`src/rtl/paddle_digitizer.sv`:
```
// RC-paddle digitizer: turns the two paddle comparator inputs into 8-bit positions
// once per video frame. Defining PADDLE_FILTER_EN adds a 2-tap rounding IIR smoother per axis.
module paddle_digitizer #(
   parameter logic [7:0] PADDLE_MIN = 8'd0,
   parameter logic [7:0] PADDLE_MAX = 8'd239
) (
   input  logic       clk,
   input  logic       reset,
   input  logic       hsync,
   input  logic       vsync,
   input  logic [8:0] vpos,
   input  logic       hpaddle,
   input  logic       vpaddle,
   output logic [7:0] paddle_x,
   output logic [7:0] paddle_y,
   output logic       paddle_valid,
   output logic       h_timeout,
   output logic       v_timeout
);

   localparam logic [1:0] WAIT_FRAME = 2'd0;
   localparam logic [1:0] MEASURE    = 2'd1;
   localparam logic [1:0] LATCH      = 2'd2;

   logic       hp_s1, hp_s2, vp_s1, vp_s2;
   logic       hs_q, vs_q;
   logic       hs_rise, vs_rise;
   logic       hs_rise_p0, vs_rise_p0, hp_p0, vp_p0;
   logic [8:0] vpos_p0;
   logic [1:0] state;
   logic [7:0] cap_x, cap_y;
   logic       seen_x, seen_y;
   logic [7:0] clamp_x, clamp_y;
`ifdef PADDLE_FILTER_EN
   logic       primed;
`endif

   // Range checks use the borrow bit of a 9-bit difference so a zero bound stays lint-clean.
   function automatic logic [7:0] clamp(input logic [7:0] v);
      logic [8:0] below, above;
      below = {1'b0, v} - {1'b0, PADDLE_MIN};
      above = {1'b0, PADDLE_MAX} - {1'b0, v};
      if (below[8])
         return PADDLE_MIN;
      else if (above[8])
         return PADDLE_MAX;
      return v;
   endfunction

`ifdef PADDLE_FILTER_EN
   function automatic logic [7:0] smooth(input logic [7:0] old_v, input logic [7:0] new_v);
      logic [8:0] sum;
      sum = {1'b0, old_v} + {1'b0, new_v} + 9'd1;
      return sum[8:1];
   endfunction
`endif

   assign hs_rise = hsync & ~hs_q;
   assign vs_rise = vsync & ~vs_q;
   assign clamp_x = clamp(seen_x ? cap_x : PADDLE_MAX);
   assign clamp_y = clamp(seen_y ? cap_y : PADDLE_MAX);

   // Stage p0: synchronised paddles and sync edges registered together with vpos.
   always_ff @(posedge clk) begin
      if (reset) begin
         hp_s1      <= 1'b0;
         hp_s2      <= 1'b0;
         vp_s1      <= 1'b0;
         vp_s2      <= 1'b0;
         hs_q       <= 1'b0;
         vs_q       <= 1'b0;
         hs_rise_p0 <= 1'b0;
         vs_rise_p0 <= 1'b0;
         hp_p0      <= 1'b0;
         vp_p0      <= 1'b0;
         vpos_p0    <= 9'd0;
      end else begin
         hp_s1      <= hpaddle;
         hp_s2      <= hp_s1;
         vp_s1      <= vpaddle;
         vp_s2      <= vp_s1;
         hs_q       <= hsync;
         vs_q       <= vsync;
         hs_rise_p0 <= hs_rise;
         vs_rise_p0 <= vs_rise;
         hp_p0      <= hp_s2;
         vp_p0      <= vp_s2;
         vpos_p0    <= vpos;
      end
   end

   // Stage p1: measurement FSM and output registers.
   always_ff @(posedge clk) begin
      if (reset) begin
         state        <= WAIT_FRAME;
         cap_x        <= 8'd0;
         cap_y        <= 8'd0;
         seen_x       <= 1'b0;
         seen_y       <= 1'b0;
         paddle_x     <= PADDLE_MIN;
         paddle_y     <= PADDLE_MIN;
         paddle_valid <= 1'b0;
         h_timeout    <= 1'b0;
         v_timeout    <= 1'b0;
`ifdef PADDLE_FILTER_EN
         primed       <= 1'b0;
`endif
      end else begin
         paddle_valid <= 1'b0;
         case (state)
            WAIT_FRAME: begin
               if (vs_rise_p0) begin
                  state  <= MEASURE;
                  cap_x  <= 8'd0;
                  cap_y  <= 8'd0;
                  seen_x <= 1'b0;
                  seen_y <= 1'b0;
               end
            end
            MEASURE: begin
               // A line start coinciding with the frame edge is dropped rather than credited.
               if (vs_rise_p0) begin
                  state <= LATCH;
               end else if (hs_rise_p0 && !vpos_p0[8]) begin
                  if (!hp_p0) begin
                     cap_x  <= vpos_p0[7:0];
                     seen_x <= 1'b1;
                  end
                  if (!vp_p0) begin
                     cap_y  <= vpos_p0[7:0];
                     seen_y <= 1'b1;
                  end
               end
            end
            LATCH: begin
`ifdef PADDLE_FILTER_EN
               paddle_x <= primed ? smooth(paddle_x, clamp_x) : clamp_x;
               paddle_y <= primed ? smooth(paddle_y, clamp_y) : clamp_y;
               primed   <= 1'b1;
`else
               paddle_x <= clamp_x;
               paddle_y <= clamp_y;
`endif
               h_timeout    <= ~seen_x;
               v_timeout    <= ~seen_y;
               paddle_valid <= 1'b1;
               cap_x        <= 8'd0;
               cap_y        <= 8'd0;
               seen_x       <= 1'b0;
               seen_y       <= 1'b0;
               state        <= MEASURE;
            end
            default: state <= WAIT_FRAME;
         endcase
      end
   end

endmodule

```
`config.mk`:
```
export PLATFORM = sky130hd
export DESIGN_NAME = paddle_digitizer
export DESIGN_NICKNAME = d
export VERILOG_FILES = /design/src/rtl/paddle_digitizer.sv
export SDC_FILE = /design/constraint.sdc
export NUM_CORES = 1
export LEC_CHECK = 0
export ABC_AREA = 0
export BUFFER_PORTS_ARGS = -buffer_cell sky130_fd_sc_hd__buf_2
export CORE_UTILIZATION = 40
export CTS_BUF_LIST = sky130_fd_sc_hd__clkbuf_2 sky130_fd_sc_hd__clkbuf_4 sky130_fd_sc_hd__clkbuf_8
export DETAILED_ROUTE_END_ITERATION = 12
export GPL_TIMING_DRIVEN = 0
export RECOVER_POWER = 100
export REMOVE_ABC_BUFFERS = 1
export SLEW_MARGIN = 15
export SYNTH_ARGS = -nofsm -noshare
export SYNTH_HDL_FRONTEND = slang
export SYNTH_SLANG_ARGS = --single-unit
```
`constraint.sdc`:
```
create_clock -name clk -period 1.3 [get_ports clk]
set_input_delay 0.26 -clock clk [delete_from_list [all_inputs] [get_ports clk]]
set_output_delay 0.26 -clock clk [all_outputs]
set_load 0.005 [all_outputs]
```
==> flow_metrics.env, run 1 <==
export IMPL_cts_setup_buffers=0
export IMPL_avgSynthCellArea_um2=10.4
export IMPL_p_switching_mw=0.750
export IMPL_required_ns=1.47
export IMPL_antenna_found_initial=0
export IMPL_hold_end="hp_s1$_SDFF_PP0_"
export IMPL_grt_usage=0.157
export IMPL_area_growth_pct=19.3
export IMPL_cts_root_buf="clkbuf_8"
export IMPL_worst_r2r_setup_slack_ns=0.09
export IMPL_status="complete, no violations"
export IMPL_die_h_um=75.4
export IMPL_final_layout_size_suffix_gt1_frac=0.215
export IMPL_power_frac_comb=0.042
export IMPL_finalCriticalPeriod_ns=1.21
export IMPL_overflow=0
export IMPL_diodes=0
export IMPL_rr_worst_depth=3
export IMPL_wl_per_cell_um=12.8
export IMPL_synth_seq_cells=58
export IMPL_path_class="register to register"
export IMPL_io_pins=34
export IMPL_finalWorstSetupSlack_ns=0.0922
export IMPL_clkPwrFrac=0.447
export IMPL_internal_power_mw=2.86
export IMPL_cp_max_fo=13
export IMPL_synth_cell_types=24
export IMPL_hp_start="hpaddle"
export IMPL_grt_max_degree=65
export IMPL_numCtsBuffers=9
export IMPL_drtIter0Drc=117
export IMPL_yosysWarningCount=0
export IMPL_cts_buffer_depth=2
export IMPL_cts_sinks=58
export IMPL_final_cells=312
export IMPL_timing_rr_end="paddle_y[1]$_SDFFE_PP0P_"
export IMPL_vias=1496
export IMPL_finalSetupViolations=0
export IMPL_drt_drc_violations_left=0
export IMPL_syn_area_um2=2150
export IMPL_rsz0062_at_grt="no"
export IMPL_skew_ns=0.00665
export IMPL_holdBufCountCts=0
export IMPL_seq_area_frac_synth=0.539
export IMPL_arrival_ns=1.38
export IMPL_grt_pass1_wl_mm=6.32
export IMPL_timing_max_cap_violations=0
export IMPL_routabilityCongestion=0.690
export IMPL_std_cell_rows=26
export IMPL_pwr_share_seq=0.510
export IMPL_max_freq_ghz=0.828
export IMPL_slew_viol_final=0
export IMPL_p_sw_frac=0.208
export IMPL_die_x_um=75.4
export IMPL_first_global_vias=1275
export IMPL_peakVddDrop_uv=544
export IMPL_clock_latency_ns=0.33
export IMPL_fp_dieArea_um2=5680
export IMPL_end_kind="register"
export IMPL_clkTransAtPathRegs_ns=0.06
export IMPL_portBuffers=33
export IMPL_cp_start_kind="register"
export IMPL_drtPass1Iterations=4
export IMPL_coreArea_um2=5140
export IMPL_min_delay_path_depth=2
export IMPL_power_density_nw_per_um2=1400
export IMPL_hold_viol=0
export IMPL_regToRegStartpoint="state[1]$_SDFFE_PP0P_"
export IMPL_initial_core_util=0.419
export IMPL_pre_cts_ws_ns=-0.221
export IMPL_p_leak_nw=0.998
export IMPL_syn_inst=208
export IMPL_worst_pin_slew_ns=1.01
export IMPL_vias_per_cell=4.79
export IMPL_drt_total_wl_mm=3.99
export IMPL_fillCellCount=518
export IMPL_h_tree_depth=3
export IMPL_slew_headroom=0.327
export IMPL_drtAntennaViolNets=0
export IMPL_dp_cells=296
export IMPL_tritoncts="built"
export IMPL_hold_path_class="input pin to register"
export IMPL_fin_crit_sh=0.929
export IMPL_fin_nets=253
[cells by family (layout without fill, tap and decap cells)]
logic type             Yosys count  in the layout  synth area share
and+or+nand+nor                 99            100             0.280
DFF                             58             58             0.539
buffers and inverters           21             54            0.0459
muxes                           16             16            0.0743
AOI/OAI and AO/OA               14             14            0.0610
[worst max-delay path by stage]
stage	depth (start not counted)	startpoint	slack (ns)	to
2_1_floorplan	3	state[0]$_SDFFE_PP0P_	0.10	cap_x[0]$_SDFFE_PP0P_
3_3_place_gp	3	reset	-0.27	cap_x[1]$_SDFFE_PP0P_
3_5_place_dp	3	reset	-0.22	cap_y[6]$_SDFFE_PP0P_
4_1_cts	3	state[0]$_SDFFE_PP0P_	-0.05	cap_y[6]$_SDFFE_PP0P_
5_1_grt	3	vs_rise_p0$_SDFF_PP0_	0.004	cap_x[0]$_SDFFE_PP0P_
6_report	3	state[1]$_SDFFE_PP0P_	0.09	paddle_y[1]$_SDFFE_PP0P_
[state kept, by name, indices dropped and copies added (netlist names), 2 cells and up]
| register | flops |
|---|---|
| cap_y | 8 |
| state | 2 |
| vpos_p0 | 9 |
| paddle_x | 8 |
| cap_x | 8 |
| paddle_y | 8 |
[placed cells by master (no fill, tap or decap)]
master,instances
dfxtp_2,1
nand4_1,2
dfxtp_1,57
nand3b_1,16
nand3_1,2
a311oi_2,2
o21bai_4,1
nor4b_2,4
inv_1,6
clkbuf_8,10
nand3_4,2
clkinv_2,2
clkbuf_4,2
nor3_1,8
nand2b_4,1
mux2i_1,16
nor2b_2,1
and2b_2,1
a21oi_1,7
nor2b_1,19
nand2b_1,10
a311oi_1,4
nor2_2,4
and4_1,2
bufinv_16,1
nor2b_4,1
nor4b_1,4
and3b_1,1
nor2_1,14
and2b_4,1
clkbuf_1,15
nand2_1,7
buf_2,18
[per-layer routing]
layer / global-route usage / wire length, um / vias to the layer above
li1: - / - / 774
met1: 0.207 / 2070 / 683
met2: 0.210 / 1710 / 32
met3: 0.0675 / 153 / 7
met4: 0.0988 / 61 / 0
met5: 0 / 0 / -
[per-stage QoR]
step / cell area (um^2) / TNS [ns] / power (mW) / utilization / hold WS [ns]
floorplan: 2080 / 0 / 1.95 / - / 0.328
global placement: 2330 / -6.25 / 2.02 / 0.454 / 0.371
detailed placement: 2330 / -5.15 / 2.02 / 0.454 / 0.374
CTS: 2540 / -0.607 / 3.66 / 0.495 / 0.111
global route: 2570 / 0 / 3.76 / 0.500 / 0.120
finish: 2570 / 0 / 3.61 / 0.500 / 0.139
[worst max-delay path: stages, from the launching register on]
cell and delay [ns]:
dfxtp_2 0.46, nand2b_4 0.17, nor4b_1 0.33, nor3_1 0.09
[Yosys cell counts (all sizes together)]
library cell  number  area [um^2]
buf                9         53.8
inv                6         22.5
nand2b            11         68.8
clkbuf             6         22.5
nand3              4         20.0
nor3               8         40.0
nor4b              8         70.1
dfxtp             58         1160
nor2b             21          131
and2b              1         10.0
nor2              18         77.6
and4               2         17.5
a311oi             6         77.6
and3b              1         8.76
nand4              2         12.5
a21oi              7         35.0
nand3b            16          120
mux2i             16          160
o21bai             1         18.8
nand2              7         26.3
[power by group through the flow]
stage               Combinational (mW)  Clock (mW)  Sequential (mW)
finish                           0.153        1.61             1.84
global route                     0.171        1.75             1.84
CTS                              0.147        1.68             1.84
detailed placement               0.144           0             1.88
global placement                 0.145           0             1.88
floorplan                       0.0789           0             1.87
[what timing repair did]
| item | in CTS | in global routing |
|---|---|---|
| setup endpoints to repair | 26 | 33 |
| resized for setup | 4 | 11 |
| gates cloned | 0 | 1 |
| pin swaps | 0 | 1 |
[final cells by class]
class	instances	area (um^2)	area share
clock inverters	3	40.0	0.0156
inverters	6	22.5	0.00876
flip-flops and latches	58	1160	0.452
clock buffers	12	153	0.0594
repair buffers	33	146	0.0570
well taps	70	87.6	0.0341
multi-input cells	130	958	0.373
(Power assumes the default switching activity.)
==> inputs of run 2 (changes only) <==
Settings changed: PLACE_DENSITY set to 0.61.
==> run 2 against run 1 <==
Against the previous run:
- clock skew grew 0.0051 ns
- critical path depth is the same
- worst setup slack worse by 0.043 ns
- global-route usage rose by 0.084 points
- final cell count fell by 0.32%
- largest cell class unchanged
==> flow_metrics.env, run 2 (same netlist as run 1, synthesis figures left out) <==
export IMPL_cts_sinks=58
export IMPL_drtPass1Iterations=4
export IMPL_drt_total_wl_mm=3.89
export IMPL_max_freq_ghz=0.799
export IMPL_path_class="register to register"
export IMPL_cts_root_buf="clkbuf_8"
export IMPL_grt_pass1_wl_mm=6.44
export IMPL_timing_rr_end="paddle_y[3]$_SDFFE_PP0P_"
export IMPL_final_common_cell="dfxtp_1"
export IMPL_wl_per_cell_um=12.5
export IMPL_path_cells="nand2b_2 > nor4b_1 > nor3_1"
export IMPL_fillCellCount=500
export IMPL_p_switching_mw=0.743
export IMPL_power_density_nw_per_um2=1420
export IMPL_cts_buffer_depth=2
export IMPL_tritoncts="built"
export IMPL_timing_max_cap_violations=0
export IMPL_status="complete, no violations"
export IMPL_worst_r2r_setup_slack_ns=0.05
export IMPL_fin_crit_sh=0.962
export IMPL_initial_core_util=0.419
export IMPL_area_growth_pct=20.1
export IMPL_clkPwrFrac=0.460
export IMPL_clock_latency_ns=0.33
export IMPL_die_x_um=75.4
export IMPL_end_kind="register"
export IMPL_internal_power_mw=2.94
export IMPL_multiInputGateArea_um2=960
export IMPL_final_cells=311
export IMPL_diodes=0
export IMPL_placed_area_um2=2330
export IMPL_io_pins=34
export IMPL_clkTransAtPathRegs_ns=0.07
export IMPL_vias_per_cell=4.70
export IMPL_antenna_found_initial=0
export IMPL_std_cell_rows=26
export IMPL_numCtsBuffers=9
export IMPL_cts_setup_buffers=0
export IMPL_min_delay_path_depth=2
export IMPL_finalWorstSetupSlack_ns=0.0489
export IMPL_vias=1462
export IMPL_drt_drc_violations_left=0
export IMPL_grt_usage=0.158
export IMPL_dp_cells=296
export IMPL_fin_area_um2=2590
export IMPL_h_tree_depth=3
export IMPL_final_layout_size_suffix_gt1_frac=0.224
export IMPL_required_ns=1.47
export IMPL_dp_hpwl_mm=2.29
export IMPL_pre_cts_ws_ns=-0.255
export IMPL_finalSetupViolations=0
export IMPL_rsz0062_at_grt="yes"
export IMPL_overflow=0
export IMPL_coreArea_um2=5140
export IMPL_regToRegStartpoint="state[0]$_SDFFE_PP0P_"
export IMPL_p_leak_nw=1.00
export IMPL_arrival_ns=1.42
export IMPL_max_stage_delay_ns=0.35
export IMPL_slowest_stage="nand2b_2"
export IMPL_drtAntennaViolNets=0
export IMPL_worst_pin_slew_ns=1.05
export IMPL_p_sw_frac=0.202
export IMPL_cp_max_fo=13
export IMPL_grt_max_degree=65
export IMPL_pwr_share_seq=0.499
export IMPL_finalCriticalPeriod_ns=1.25
export IMPL_die_h_um=75.4
export IMPL_rr_worst_depth=3
export IMPL_largest_reg_flops=9
export IMPL_hp_start="vpos[2]"
export IMPL_cp_start_kind="register"
export IMPL_fin_nets=252
export IMPL_peakVddDrop_uv=612
export IMPL_slew_headroom=0.303
export IMPL_fp_dieArea_um2=5680
export IMPL_power_frac_comb=0.041
export IMPL_drtIter0Drc=109
export IMPL_slew_viol_final=0
export IMPL_hold_viol=0
export IMPL_regArea_um2=1160
export IMPL_skew_ns=0.0118
export IMPL_portBuffers=33
export IMPL_max_flop_register="vpos_p0"
export IMPL_routabilityCongestion=0.694
export IMPL_final_cell_mix="dfxtp_1 (57), nor2b_1 (19), buf_2 (19)"
export IMPL_hold_end="vpos_p0[2]$_SDFF_PP0_"
export IMPL_hold_ws_ns=0.140
export IMPL_hold_path_class="input pin to register"
export IMPL_first_global_vias=1370
==> run 2: cell count changes in the layout (fill, tap and decap cells not counted), moves of 2 or more <==
cell,delta
a311oi_1,-2
a311oi_2,+2
clkbuf_8,+2
nor2_1,+2
nor2_2,-2
nor4b_1,-2
nor4b_2,+2
==> run 2: repair_timing <==
item,4_1_cts,5_1_grt
pin swaps,0,3
endpoints found under the setup margin,27,29
hold buffers,0,0
resized for setup,8,6
==> run 2: cell type report <==
class	instances	area share
Sequential cell	58	0.449
Multi-Input combinational cell	129	0.371
Tap cell	70	0.0338
Inverter	6	0.00870
Clock buffer	13	0.0667
Clock inverter	2	0.0135
Timing Repair Buffer	33	0.0571
==> run 2: worst max-delay path: cells and delay by family, from the launching register on <==
family           cells  cell delay [ns]
flip-flops           1             0.33
AND/OR/NAND/NOR      3             0.76
==> run 2: layer usage <==
metal / global-route usage / part of all wire
met1: 0.201 / 0.50
met2: 0.231 / 0.44
met3: 0.0489 / 0.043
met4: 0.105 / 0.023
met5: 0 / 0
==> run 2: how the worst max path moves through the flow <==
stage	endpoint	cells after the start	start
finish	paddle_y[3]$_SDFFE_PP0P_	3	state[0]$_SDFFE_PP0P_
global route	paddle_x[3]$_SDFFE_PP0P_	3	state[0]$_SDFFE_PP0P_
CTS	cap_y[3]$_SDFFE_PP0P_	3	state[0]$_SDFFE_PP0P_
detailed placement	cap_y[7]$_SDFFE_PP0P_	3	reset
global placement	cap_y[0]$_SDFFE_PP0P_	3	reset
floorplan	cap_x[0]$_SDFFE_PP0P_	3	state[0]$_SDFFE_PP0P_
==> run 2: stage by stage <==
step | util | TNS, ns | total power, mW
6_report | 0.503 | 0 | 3.68
5_1_grt | 0.503 | -0.248 | 3.84
4_1_cts | 0.501 | -0.624 | 3.73
3_5_place_dp | 0.454 | -6.51 | 2.02
3_3_place_gp | 0.454 | -7.02 | 2.02
2_1_floorplan | - | 0 | 1.95
==> run 2: power by group through the flow <==
stage	clock, mW	sequential (mW)	combinational, mW
5_1_grt	1.83	1.84	0.168
4_1_cts	1.74	1.84	0.149
3_5_place_dp	0	1.88	0.145
2_1_floorplan	0	1.87	0.0789
3_3_place_gp	0	1.88	0.145
6_report	1.69	1.84	0.151
==> inputs of run 3 (changes only) <==
Settings changed: CORE_UTILIZATION 40 to 32, PLACE_DENSITY 0.61 to 0.51.
Clock period 1.3 ns to 1.5 ns, I/O delays scaled along.
==> run 3 against run 2 <==
Against the previous run:
- routed wire length grew 7.4%
- critical path type unchanged
- final cell count rose by 2.6%
- the run now ends with DRC left
- worst setup slack got worse by 0.041 ns
- clock-buffer cell count shrank 2
- non-clock buffer count stayed put
- power down 13%
==> flow_metrics.env, run 3 (same netlist as run 1, synthesis figures left out) <==
export IMPL_vias_per_cell=4.71
export IMPL_path_delay_family="simple AND/OR/NAND/NOR gates"
export IMPL_required_ns=1.71
export IMPL_largest_reg_flops=9
export IMPL_dp_hpwl_mm=2.45
export IMPL_cp_max_fo=9
export IMPL_slew_headroom=0.216
export IMPL_io_pins=34
export IMPL_grt_max_degree=65
export IMPL_routabilityCongestion=0.683
export IMPL_drtIter0Drc=60
export IMPL_clkPwrFrac=0.462
export IMPL_final_layout_size_suffix_gt1_frac=0.215
export IMPL_fin_nets=252
export IMPL_p_sw_frac=0.222
export IMPL_fp_dieArea_um2=7070
export IMPL_hold_path_class="input pin to register"
export IMPL_power_density_nw_per_um2=1260
export IMPL_max_freq_ghz=0.670
export IMPL_drtAntennaViolNets=0
export IMPL_violations="DRC"
export IMPL_status="finished, violations left"
export IMPL_timing_max_cap_violations=0
export IMPL_h_tree_depth=3
export IMPL_holdBufCountCts=0
export IMPL_coreArea_um2=6420
export IMPL_rsz0062_at_grt="yes"
export IMPL_overflow=0
export IMPL_tritoncts="built"
export IMPL_wl_per_cell_um=13.1
export IMPL_p_leak_nw=1.03
export IMPL_grt_usage=0.136
export IMPL_vias=1504
export IMPL_cp_buffers_inverters=0
export IMPL_worst_pin_slew_ns=1.18
export IMPL_antenna_found_initial=0
export IMPL_portBuffers=33
export IMPL_area_growth_pct=17.5
export IMPL_initial_core_util=0.335
export IMPL_first_global_vias=1419
export IMPL_cts_sinks=58
export IMPL_power_frac_comb=0.039
export IMPL_slowest_stage="nand3_1"
export IMPL_max_stage_delay_ns=0.51
export IMPL_final_common_cell="dfxtp_1"
export IMPL_diodes=0
export IMPL_hold_viol=0
export IMPL_finalCriticalPeriod_ns=1.49
export IMPL_p_switching_mw=0.708
export IMPL_die_x_um=84.1
export IMPL_arrival_ns=1.70
export IMPL_drt_total_wl_mm=4.18
export IMPL_final_cell_mix="dfxtp_1 (58), buf_2 (27), nor2b_1 (21), nor2_1 (17)"
export IMPL_max_flop_register="vpos_p0"
export IMPL_peakVddDrop_uv=418
export IMPL_fin_area_um2=2530
export IMPL_finalSetupViolations=0
export IMPL_final_cells=319
export IMPL_grt_pass1_wl_mm=7.28
export IMPL_std_cell_rows=29
export IMPL_cts_setup_buffers=0
export IMPL_placed_area_um2=2340
export IMPL_end_kind="register"
export IMPL_slew_viol_final=0
export IMPL_cp_start_kind="register"
export IMPL_clock_latency_ns=0.34
export IMPL_ctsResizeCount=2
export IMPL_fin_crit_sh=0.994
export IMPL_cts_buffer_depth=2
export IMPL_skew_ns=0.00665
export IMPL_path_cells="nor2b_1 > nand3_1 > mux2i_1"
export IMPL_dp_cells=303
export IMPL_cts_root_buf="clkbuf_8"
export IMPL_internal_power_mw=2.48
export IMPL_die_h_um=84.1
export IMPL_drt_drc_violations_left=11
export IMPL_path_class="register to register"
export IMPL_clkTransAtPathRegs_ns=0.07
export IMPL_pwr_share_seq=0.499
export IMPL_drtPass1Iterations=8
export IMPL_numCtsBuffers=9
## run 3: cell count changes in the layout (fill, tap and decap cells not counted), sizes merged
cell / previous run / this run
clkbuf: 27 / 17
clkinvlp: 0 / 1
buf: 19 / 27
clkinv: 1 / 3
## run 3: worst paths after layout
| kind | to | slack (ns) | from | cells past startpoint |
|---|---|---|---|---|
| min reg2reg | hs_rise_p0$_SDFF_PP0_ | 0.38 | hs_q$_SDFF_PP0_ | 1 |
| min | vp_s1$_SDFF_PP0_ | 0.16 | vpaddle | 2 |
| max | cap_x[7]$_SDFFE_PP0P_ | 0.008 | state[0]$_SDFFE_PP0P_ | 3 |
| max reg2reg | cap_x[7]$_SDFFE_PP0P_ | 0.008 | state[0]$_SDFFE_PP0P_ | 3 |
## run 3: routing by layer
| layer | part of all wire | global-route usage | vias up |
|---|---|---|---|
| met1 | 0.51 | 0.179 | 686 |
| met3 | 0.056 | 0.0534 | 8 |
| met5 | 0 | 0 | - |
| met2 | 0.42 | 0.189 | 37 |
| li1 | - | - | 773 |
| met4 | 0.020 | 0.0705 | 0 |
## run 3: metrics by stage
| step | total power, mW | setup slack, ns | setup TNS (ns) | util | hold slack (ns) |
|---|---|---|---|---|---|
| after floorplan | 1.69 | 0.304 | 0 | - | 0.367 |
| after global placement | 1.75 | -0.121 | -1.86 | 0.364 | 0.373 |
| after detailed placement | 1.75 | -0.0959 | -1.48 | 0.364 | 0.378 |
| after CTS | 3.23 | 0.0163 | 0 | 0.397 | 0.159 |
| after global routing | 3.33 | -0.137 | -1.95 | 0.394 | 0.156 |
| final | 3.19 | 0.00834 | 0 | 0.394 | 0.160 |
## run 3: final cells by class
| type | instances | area [um^2] |
|---|---|---|
| well taps | 77 | 96.3 |
| clock buffers | 11 | 151 |
| multi-input cells | 129 | 890 |
| fillers | 655 | 3890 |
| clock inverters | 5 | 52.6 |
| flip-flops and latches | 58 | 1160 |
| repair buffers | 33 | 159 |
| inverters | 6 | 22.5 |
## run 3: power by group through the flow
| stage | registers (mW) | clock network (mW) | logic (mW) |
|---|---|---|---|
| 2_1_floorplan | 1.62 | 0 | 0.0684 |
| 3_3_place_gp | 1.63 | 0 | 0.127 |
| 3_5_place_dp | 1.63 | 0 | 0.127 |
| 4_1_cts | 1.59 | 1.51 | 0.128 |
| 5_1_grt | 1.60 | 1.59 | 0.140 |
| 6_report | 1.59 | 1.47 | 0.124 |
